--- config.mk ---
export PLATFORM = sky130hd
export DESIGN_NAME = rx_cmd_parser
export DESIGN_NICKNAME = d
export VERILOG_FILES = /design/src/rtl/rx_cmd_pkg.sv /design/src/rtl/rx_cmd_timeout.sv /design/src/rtl/rx_cmd_parser.sv
export SDC_FILE = /design/constraint.sdc
export NUM_CORES = 1
export LEC_CHECK = 0
export ABC_CLOCK_PERIOD_IN_PS = 2200
export CAP_MARGIN = 20
export CORE_MARGIN = 5
export CORE_UTILIZATION = 45
export CTS_CLUSTER_SIZE = 12
export DETAILED_ROUTE_END_ITERATION = 8
export PLACE_DENSITY = 0.83
export SYNTH_ARGS = -nofsm -noshare
export SYNTH_HDL_FRONTEND = slang
export SYNTH_SLANG_ARGS = --single-unit
--- constraint.sdc ---
create_clock -name i_clk -period 2.2 [get_ports i_clk]
set_clock_uncertainty 0.2 [all_clocks]
set_input_delay 0.44 -clock i_clk [delete_from_list [all_inputs] [get_ports i_clk]]
set_output_delay 0.44 -clock i_clk [all_outputs]
set_load 0.005 [all_outputs]
--- src/rtl/rx_cmd_pkg.sv ---
// Shared definitions for the serial command parser and the ALU it drives:
// FSM state encoding and the accepted opcode set.
package rx_cmd_pkg;

  localparam int unsigned StateW = 3;
  localparam int unsigned OpW    = 6;

  typedef enum logic [StateW-1:0] {
    StGetA   = 3'd0,
    StGetB   = 3'd1,
    StGetOp  = 3'd2,
    StCalc   = 3'd3,
    StSend   = 3'd4,
    StWaitTx = 3'd5
  } state_e;

  localparam logic [OpW-1:0] OpAdd = 6'b100000;
  localparam logic [OpW-1:0] OpSub = 6'b100010;
  localparam logic [OpW-1:0] OpAnd = 6'b100100;
  localparam logic [OpW-1:0] OpOr  = 6'b100101;
  localparam logic [OpW-1:0] OpXor = 6'b100110;
  localparam logic [OpW-1:0] OpNor = 6'b100111;
  localparam logic [OpW-1:0] OpSra = 6'b000011;
  localparam logic [OpW-1:0] OpSrl = 6'b000010;

  function automatic logic is_valid_op(input logic [OpW-1:0] op);
    return op inside {OpAdd, OpSub, OpAnd, OpOr, OpXor, OpNor, OpSra, OpSrl};
  endfunction

endpackage

--- src/rtl/rx_cmd_timeout.sv ---
// Inter-byte timeout counter: counts while not cleared, holds once it reaches
// TIMEOUT_CYCLES-1 and flags o_expired.
module rx_cmd_timeout #(
  parameter int unsigned TIMEOUT_CYCLES = 50_000_000
) (
  input  logic i_clk,
  input  logic i_reset,
  input  logic i_clear,
  output logic o_expired
);

  localparam int unsigned CntW = (TIMEOUT_CYCLES > 1) ? $clog2(TIMEOUT_CYCLES) : 1;
  localparam logic [CntW-1:0] CntMax = CntW'(TIMEOUT_CYCLES - 1);

  logic [CntW-1:0] cnt_q, cnt_d;

  assign o_expired = (cnt_q == CntMax);

  always_comb begin
    cnt_d = cnt_q;
    if (i_clear) begin
      cnt_d = '0;
    end else if (!o_expired) begin
      cnt_d = cnt_q + CntW'(1);
    end
  end

  always_ff @(posedge i_clk) begin
    if (i_reset) begin
      cnt_q <= '0;
    end else begin
      cnt_q <= cnt_d;
    end
  end

endmodule

--- src/rtl/rx_cmd_parser.sv ---
// Parses A, B, opcode bytes from a UART receiver, drives an external ALU and
// hands the result to a UART transmitter. Define RX_CMD_TIMEOUT_EN for an inter-byte timeout.
module rx_cmd_parser
  import rx_cmd_pkg::*;
#(
  parameter int unsigned DATA_BITS      = 8,
  parameter int unsigned OP_BITS        = 6,
  parameter int unsigned TIMEOUT_CYCLES = 50_000_000
) (
  input  logic                 i_clk,
  input  logic                 i_reset,
  input  logic                 i_rx_done,
  input  logic [DATA_BITS-1:0] i_rx_data,
  input  logic [DATA_BITS-1:0] i_alu_result,
  input  logic                 i_tx_done,
  output logic [DATA_BITS-1:0] o_alu_a,
  output logic [DATA_BITS-1:0] o_alu_b,
  output logic [OP_BITS-1:0]   o_alu_op,
  output logic                 o_tx_start,
  output logic [DATA_BITS-1:0] o_tx_data,
  output logic                 o_busy,
  output logic                 o_err
);

  state_e               state_q, state_d;
  logic [DATA_BITS-1:0] a_q, a_d, b_q, b_d, tx_data_q, tx_data_d;
  logic [OP_BITS-1:0]   op_q, op_d;
  logic                 tx_start_q, tx_start_d, busy_q, busy_d, err_q, err_d;
  logic [OpW-1:0]       op_field;
  logic                 timeout_expired;

  assign op_field = OpW'(i_rx_data[OP_BITS-1:0]);

`ifdef RX_CMD_TIMEOUT_EN
  logic timeout_clear;

  // Counter only runs while waiting for B or the opcode.
  assign timeout_clear = i_rx_done || !(state_q == StGetB || state_q == StGetOp);

  rx_cmd_timeout #(
    .TIMEOUT_CYCLES(TIMEOUT_CYCLES)
  ) u_timeout (
    .i_clk    (i_clk),
    .i_reset  (i_reset),
    .i_clear  (timeout_clear),
    .o_expired(timeout_expired)
  );
`else
  assign timeout_expired = 1'b0;
`endif

  always_comb begin
    state_d    = state_q;
    a_d        = a_q;
    b_d        = b_q;
    op_d       = op_q;
    tx_data_d  = tx_data_q;
    tx_start_d = 1'b0;
    err_d      = 1'b0;
    unique case (state_q)
      StGetA: begin
        if (i_rx_done) begin
          a_d     = i_rx_data;
          state_d = StGetB;
        end
      end
      StGetB: begin
        if (i_rx_done) begin
          b_d     = i_rx_data;
          state_d = StGetOp;
        end else if (timeout_expired) begin
          err_d   = 1'b1;
          state_d = StGetA;
        end
      end
      StGetOp: begin
        if (i_rx_done) begin
          if (is_valid_op(op_field)) begin
            op_d    = i_rx_data[OP_BITS-1:0];
            state_d = StCalc;
          end else begin
            err_d   = 1'b1;
            state_d = StGetA;
          end
        end else if (timeout_expired) begin
          err_d   = 1'b1;
          state_d = StGetA;
        end
      end
      StCalc: begin
        tx_data_d  = i_alu_result;
        tx_start_d = 1'b1;
        err_d      = i_rx_done;
        state_d    = StSend;
      end
      StSend: begin
        err_d   = i_rx_done;
        state_d = StWaitTx;
      end
      StWaitTx: begin
        // A byte arriving with i_tx_done is still an overrun and is dropped.
        err_d = i_rx_done;
        if (i_tx_done) begin
          state_d = StGetA;
        end
      end
      default: state_d = StGetA;
    endcase
    busy_d = (state_d == StCalc) || (state_d == StSend) || (state_d == StWaitTx);
  end

  always_ff @(posedge i_clk) begin
    if (i_reset) begin
      state_q    <= StGetA;
      a_q        <= '0;
      b_q        <= '0;
      op_q       <= '0;
      tx_data_q  <= '0;
      tx_start_q <= 1'b0;
      busy_q     <= 1'b0;
      err_q      <= 1'b0;
    end else begin
      state_q    <= state_d;
      a_q        <= a_d;
      b_q        <= b_d;
      op_q       <= op_d;
      tx_data_q  <= tx_data_d;
      tx_start_q <= tx_start_d;
      busy_q     <= busy_d;
      err_q      <= err_d;
    end
  end

  assign o_alu_a    = a_q;
  assign o_alu_b    = b_q;
  assign o_alu_op   = op_q;
  assign o_tx_data  = tx_data_q;
  assign o_tx_start = tx_start_q;
  assign o_busy     = busy_q;
  assign o_err      = err_q;

endmodule

; ---- Word level (Yosys, flattened, before mapping)
; Cells that the tools add are included.
[totals]
register_bits = 36
in_bits = 20
output_inout_bits = 33
elab_cells = 42
[classes]
eq_ne = 16
reduce_logical = 8
n_mux = 10
[op_table]
columns = cell, count
row1 = $eq 6x6->1 const B, 6
row2 = $pmux 3 s6, 1
row3 = $eq 3x3->1 const B, 4
row4 = $eq 6x2->1 const B, 2
row5 = $mux 3, 4
row6 = $eq 3x2->1 const B, 3
row7 = $reduce_bool 8->1, 1
row8 = $reduce_and 2->1, 2
row9 = $eq 3x1->1 const B, 1
row10 = $logic_not 3->1, 1
row11 = $mux 1, 3
row12 = $reduce_and 3->1, 1
row13 = $reduce_or 3->1, 1
row14 = $logic_or 1x1->1, 2
row15 = $mux 2, 1
row16 = $pmux 1 s2, 1

; ---- Depth between registers and ports, before layout
; Gate-level depths: netlist (run 1).
[logic_depth]
ltp_word = 8
depth_mapped = 6
ltp_nobuf = 4

; ---- Worst setup path before layout (run 1)
; No wires, ideal clock.
[synth_path]
path_type = input-to-reg
startpoint = input i_rx_data[4]
endpoint = register op_q[0], in the netlist o_alu_op[0]
setup_slack_ns = 0.716
n_path_buf = 0
arrival_ns = 1.213
stages = 4
required_ns = 1.928
setup_time_ns = 0.072
cell_sequence = nor3_2 > o211ai_2 > nor3_4 > mux2i_1
[synth_via]
elab_chain_len = 3
elab_cells_between_ends = 10
cone_classes = 8 x eq/ne / 2 x reduce/logical
[synth_rtl]
columns = element, line
row1 = start: declaration, rx_cmd_parser.sv:13  ; input logic [DATA_BITS-1:0] i_rx_data,
row2 = $eq 6x6->1 or $eq 6x2->1 (tied branches), rx_cmd_pkg.sv:27  ; return op inside {OpAdd, OpSub, OpAnd, OpOr, OpXor, OpNor, OpSra, OpSrl};
row3 = $reduce_bool 8->1 *, rx_cmd_pkg.sv:27
row4 = $reduce_and 3->1 (no source line) *, -
row5 = end signal: assignment, rx_cmd_parser.sv:126  ; op_q <= op_d;
row6 = end: declaration, rx_cmd_parser.sv:27  ; logic [OP_BITS-1:0] op_q, op_d;
; Mark *: on every way between the ends. The rest lies on a longest branch, timed or not.
; A chain may end at the register's enable or synchronous reset.

; ---- Final worst setup path (run 1)
[layout_path]
startpoint = register a_q[2], in the netlist o_alu_a[2]
endpoint = output o_alu_a[2]
[layout_lines]
columns = element, line
row1 = start: declaration, rx_cmd_parser.sv:26  ; logic [DATA_BITS-1:0] a_q, a_d, b_q, b_d, tx_data_q, tx_data_d;
row2 = start signal: assignment, rx_cmd_parser.sv:115  ; a_q <= '0;
row3 = start signal: assignment, rx_cmd_parser.sv:124  ; a_q <= a_d;
row4 = end: declaration, rx_cmd_parser.sv:16  ; output logic [DATA_BITS-1:0] o_alu_a,
; No word-level cell between the ends.

==> out/results.ini, run 1 <==
[outcome]
status = complete, no violations

[timing]
fmax_mhz = 539.1
fin_crit_ps = 1855
finalCritPeriodShare_pct = 84.32
hold_viol_final = 0
setup_viol = 0
rsz0062_at_grt = no
tightest_slew_ps = 396.1
tns_ps = 0
slew_headroom_pct = 73.56
maxSlewViolCount = 0
layout_setup_ws_ps = 345.0

[power]
power_density_nw_per_um2 = 651.2
ir_drop_mv = 0.4060
leakagePower_nw = 0.7429

[route]
route.detailed.drc = 0
post_drt_wl_per_cell_um = 13.42
via_count = 1253
routed_wl_um = 3448
dr.first_iter.drc_count = 43
viasPerCell = 4.875
ant_nets = 0
dr.pass1.iters = 4

[worst_setup_path]
path_class = reg -> out
reg2reg_from = state_q[1]
worst_path_largest_cell_delay_ps = 530
crit_buf_inv = 1
crit_family = buffers and inverters
crit_start = o_alu_a[2]
cp-start-kind = flip-flop
cp_cell_sequence = clkdlybuf4s50_1
crit_path_top_delay_cell = clkdlybuf4s50_1
critPathCaptureType = primary output
required_ps = 1560
rr_endpoint = o_alu_op[1]
path_max_fanout = 2
r2r_cells = 3
rrSetupSlack_ps = 590
arrival_ps = 1210

[floorplanning]
die_x_um = 66.45
dieArea_sq_um = 4416
io_pins = 53
die_h_um = 66.45
start_util_pct = 46.97
num_rows = 20
core_sq_um = 3053

[synthesis]
syn-num-nets = 176
synth_top_area_cell = dfxtp_1
synth.distinct_cells = 30
synth_top_area_share_pct = 50.26
synth-seq-area-share_pct = 50.26
yosysWarningCount = 0
yosys_register_bits = 36
ys_top_cells_by_area = dfxtp_1 50%, mux2i_1 8.4%, nand2_1 7.1%
synthesis.area_per_instance_sq_um = 9.192
netlist_instances = 156
synthesis.area_sq_um = 1434

[clock_network]
h-tree-depth = 2
clk_pin_slew_ps = 110
post_cts_resized = 0
cts_tree = built
clock-sinks = 36
cts_buffers = 5
cts_max_path_buffers = 2
cts_root_buffer = clkbuf_4
postCtsSetupBuffers = 0
insertion_delay_ps = 340
cts_hold_repair.buffers = 0

[finish]
fin_util_pct = 68.48
final_cell_mix = 52 x clkdlybuf4s50_1, 36 x dfxtp_1, 27 x nand2_1
num-nets-final = 232
diodes = 0
area_growth_pct = 45.81
final_common_cell = clkdlybuf4s50_1
drive_above_1_share_pct = 10.80

[global_route]
antenna_found_initial = 0
grt_max_degree = 27
grt_pass1_vias = 1313
track_usage_pct = 17.44
grt_pass1_wl_um = 5837
globalRouteOverflowTotal = 0

[hold_path]
hold_path_depth = 2
min_from = o_tx_data[0]
holdCritPathClass = reg -> reg
holdPathEnd = o_tx_data[0]

[flow_run]
cap_violations = 0

[place]
gp_congestion = 0.7268
pre_cts_slack_ps = 41.84
dp_hpwl_um = 2589
io_buffers = 52

-- state kept, by name, summed over array words and instances, names as in the netlist --
register,count
o_alu_a,8
o_alu_b,8
o_tx_start,1
o_tx_data,8
o_err,1
o_alu_op,6
state_q,3
o_busy,1
-- report_power, final --
group	internal, mW	leakage [nW]	total, mW	switching, mW
clock network	0.238	0.0422	0.455	0.217
logic	0.118	0.408	0.210	0.0915
registers	0.678	0.292	0.697	0.0191
total	1.03	0.743	1.36	0.327
-- kinds of logic (layout without fill, tap and decap cells) --
logic type / count (synthesis) / after routing / synth area share, %
simple gates: 71 / 71 / 26.53
flops: 36 / 36 / 50.26
compound gates: 25 / 25 / 10.99
mux: 12 / 12 / 8.377
buf+inv: 12 / 69 / 3.839
-- stage by stage --
step | area (sq um) | total power, mW | hold slack, ps | cells
floorplan | 1434 | 0.8097 | 252.7 | 156
global placement | 2014 | 0.9174 | 240.0 | 249
detailed placement | 2014 | 0.9225 | 252.4 | 249
CTS | 2091 | 1.382 | 268.2 | 257
global route | 2091 | 1.439 | 283.6 | 257
finish | 2091 | 1.362 | 262.1 | 257
-- layer usage --
layer / routed length [um] / global-route usage [%] / share of wire [%]
met1: 1457 / 19.25 / 42
met2: 1688 / 30.36 / 49
met3: 261 / 7.083 / 7.6
met4: 40 / 5.330 / 1.2
met5: 0 / 0 / 0
-- Yosys cell counts (all sizes together) --
cell type / count
dfxtp: 36
nand2: 28
a21oi: 18
mux2i: 12
nand2b: 10
nor2: 10
nand3: 8
buf: 7
nor3b: 5
nor3: 4
clkbuf: 3
nor2b: 3
inv: 2
a211oi: 1
a21boi: 1
and3b: 1
nand3b: 1
o211ai: 1
o21ai: 1
o21bai: 1
o31a: 1
o32a: 1
or3: 1
-- worst max path at each step --
stage	to	depth (start not counted)	slack (ps)
after floorplan	o_alu_op[0]	4	720
after global routing	o_alu_op[1]	5	270
after CTS	o_alu_a[1]	1	310
after global placement	o_alu_op[0]	5	70
final	o_alu_a[2]	1	350
after detailed placement	o_alu_op[2]	5	40
-- final cells by class --
class	count	area (sq um)
fill	259	962.2
sequential	36	720.7
inverter	2	7.507
clock inverter	2	35.03
timing repair buffer	59	573.1
multi-input combinational	108	658.1
clock buffer	6	41.29
tap	44	55.05
Power figures use the tool's default switching activity.
==> run 2, diff against run 1 <==
ABC_CLOCK_PERIOD_IN_PS = 1700   (was 2200)
CORE_UTILIZATION = 39   (was 45)
PLACE_DENSITY = 0.77   (was 0.83)
clock period = 1.7 ns   (was 2.2 ns; I/O delays follow)
==> run 2 against run 1 <==
Critical path depth is the same. Register-to-register slack lost 440 ps. Clock power increased by 37%. Largest cell class is now non-clock buffers. Critical path type unchanged. Non-clock buffer count up 15. Via count grew 5.0%. Largest power group unchanged. Routed wire length grew 7.7%. Setup slack got worse by 300 ps.
==> out/results.ini, run 2 (synthesis results as in run 1) <==
[timing]
tns_ps = 0  ; unchanged
slew_headroom_pct = 81.84  ; +8.3 points
fin_crit_ps = 1659
maxSlewViolCount = 0  ; unchanged
tightest_slew_ps = 272.4  ; -123.7 ps
fmax_mhz = 602.8
setup_viol = 0  ; unchanged
finalCritPeriodShare_pct = 97.59
hold_viol_final = 0  ; unchanged
rsz0062_at_grt = no

[place]
dp.cells = 268  ; +7.6%
gp_congestion = 0.7445  ; +2.4%
io_buffers = 52  ; unchanged
dp_hpwl_um = 2641  ; +2.0%

[route]
viasPerCell = 4.768  ; -2.2%
dr.pass1.iters = 4  ; unchanged
via_count = 1316  ; +5.0%
dr.first_iter.drc_count = 55  ; +28%
ant_nets = 0  ; unchanged
routed_wl_um = 3712  ; +7.7%
post_drt_wl_per_cell_um = 13.45  ; +0.25%
route.detailed.drc = 0  ; unchanged

[clock_network]
clk_pin_slew_ps = 70  ; -40 ps
postCtsSetupBuffers = 0  ; unchanged
cts_root_buffer = clkbuf_8
h-tree-depth = 2  ; unchanged
cts_max_path_buffers = 2  ; unchanged
cts_tree = built
clock-sinks = 36  ; unchanged
cts_buffers = 5  ; unchanged
insertion_delay_ps = 280  ; -60 ps

[hold_path]
min_from = i_rx_data[3]
holdPathEnd = o_alu_a[3]
hold_path_depth = 3  ; +1
holdCritPathClass = in -> reg

[finish]
final_common_cell = clkdlybuf4s50_1
num-nets-final = 247  ; +6.5%
multi_input_area_sq_um = 684.4  ; +4.0%
instances_no_fill = 276  ; +7.4%
diodes = 0  ; unchanged
area_growth_pct = 64.49
drive_above_1_share_pct = 21.05  ; +10 points
final_cell_mix = 30 x clkdlybuf4s50_1, 28 x dfxtp_1, 27 x nand2_1
regArea_sq_um = 730.7  ; +1.4%
fin_util_pct = 65.41  ; -3.1 points
fillers = 295  ; +14%

[worst_setup_path]
arrival_ps = 1120  ; -90 ps
rr_endpoint = o_alu_op[1]
critPathCaptureType = primary output
r2r_cells = 5  ; +2
rrSetupSlack_ps = 150  ; -440 ps
crit_buf_inv = 1  ; unchanged
cp_cell_sequence = clkdlybuf4s50_1
worst_path_largest_cell_delay_ps = 500  ; -30 ps
reg2reg_from = state_q[0]
crit_path_top_delay_cell = clkdlybuf4s50_1
path_depth = 1  ; unchanged
crit_family = buffers and inverters
path_class = reg -> out
cp-start-kind = flip-flop
required_ps = 1160  ; -400 ps
path_max_fanout = 2  ; unchanged

[global_route]
globalRouteOverflowTotal = 0  ; unchanged
grt_max_degree = 16  ; -41%
grt_pass1_wl_um = 6251  ; +7.1%
antenna_found_initial = 0  ; unchanged
grt_pass1_vias = 1318  ; +0.38%
track_usage_pct = 15.56  ; -1.9 points

[floorplanning]
core_sq_um = 3606  ; +18%
start_util_pct = 39.76  ; -7.2 points
die_x_um = 70.64  ; +6.3%
io_pins = 53  ; unchanged
dieArea_sq_um = 4989  ; +13%
die_h_um = 70.64  ; +6.3%
num_rows = 22  ; +10%

[power]
power_density_nw_per_um2 = 778.9  ; +20%
leakagePower_nw = 1.185  ; +59%
ir_drop_mv = 0.5094  ; +25%

[outcome]
status = complete, no violations

[flow_run]
cap_violations = 0  ; unchanged

==> run 2: worst max path at each step <==
| stage | start | slack (ps) | to |
|---|---|---|---|
| after floorplan | state_q[2] | 280 | o_alu_a[4] |
| after global placement | i_rx_done | -240 | o_alu_b[5] |
| after detailed placement | i_rx_done | -290 | o_alu_b[5] |
| after CTS | o_tx_data[5] | 2 | o_tx_data[5] |
| after global routing | o_tx_data[4] | 1 | o_tx_data[4] |
| final | o_tx_data[4] | 40 | o_tx_data[4] |
==> run 2: routing by layer <==
metal / wire length (um) / global-route usage [%]
met5: 0 / 0
met3: 305 / 6.250
met1: 1583 / 19.30
met4: 34 / 5.010
met2: 1789 / 24.74
==> run 2: final cells by class <==
cell class	instances	share of cell area, %
multi-input combinational	108	29.02
clock inverter	1	0.3183
tap	48	2.546
inverter	2	0.3183
clock buffer	7	3.660
sequential	36	30.98
timing repair buffer	74	33.16
==> run 2: what timing repair did <==
action,in CTS,in global routing
endpoints found under the setup margin,1,36
pin swaps,0,4
resized for setup,1,35
hold buffers,0,0
==> run 2: report_power, final <==
part           switching (mW)  total (mW)  internal [mW]
Sequential             0.0236       0.903          0.879
Combinational           0.132       0.310          0.179
Clock                   0.295       0.624          0.329
==> run 2: per-stage QoR <==
step	hold WS, ps	power (mW)	cell area, sq um	worst slack [ps]
after floorplan	252.7	1.048	1434	276.0
after global placement	239.3	1.225	2170	-236.2
after detailed placement	246.7	1.227	2170	-290.8
after CTS	256.7	1.855	2265	1.626
after global routing	184.7	1.926	2359	1.228
final	181.8	1.837	2359	41.00
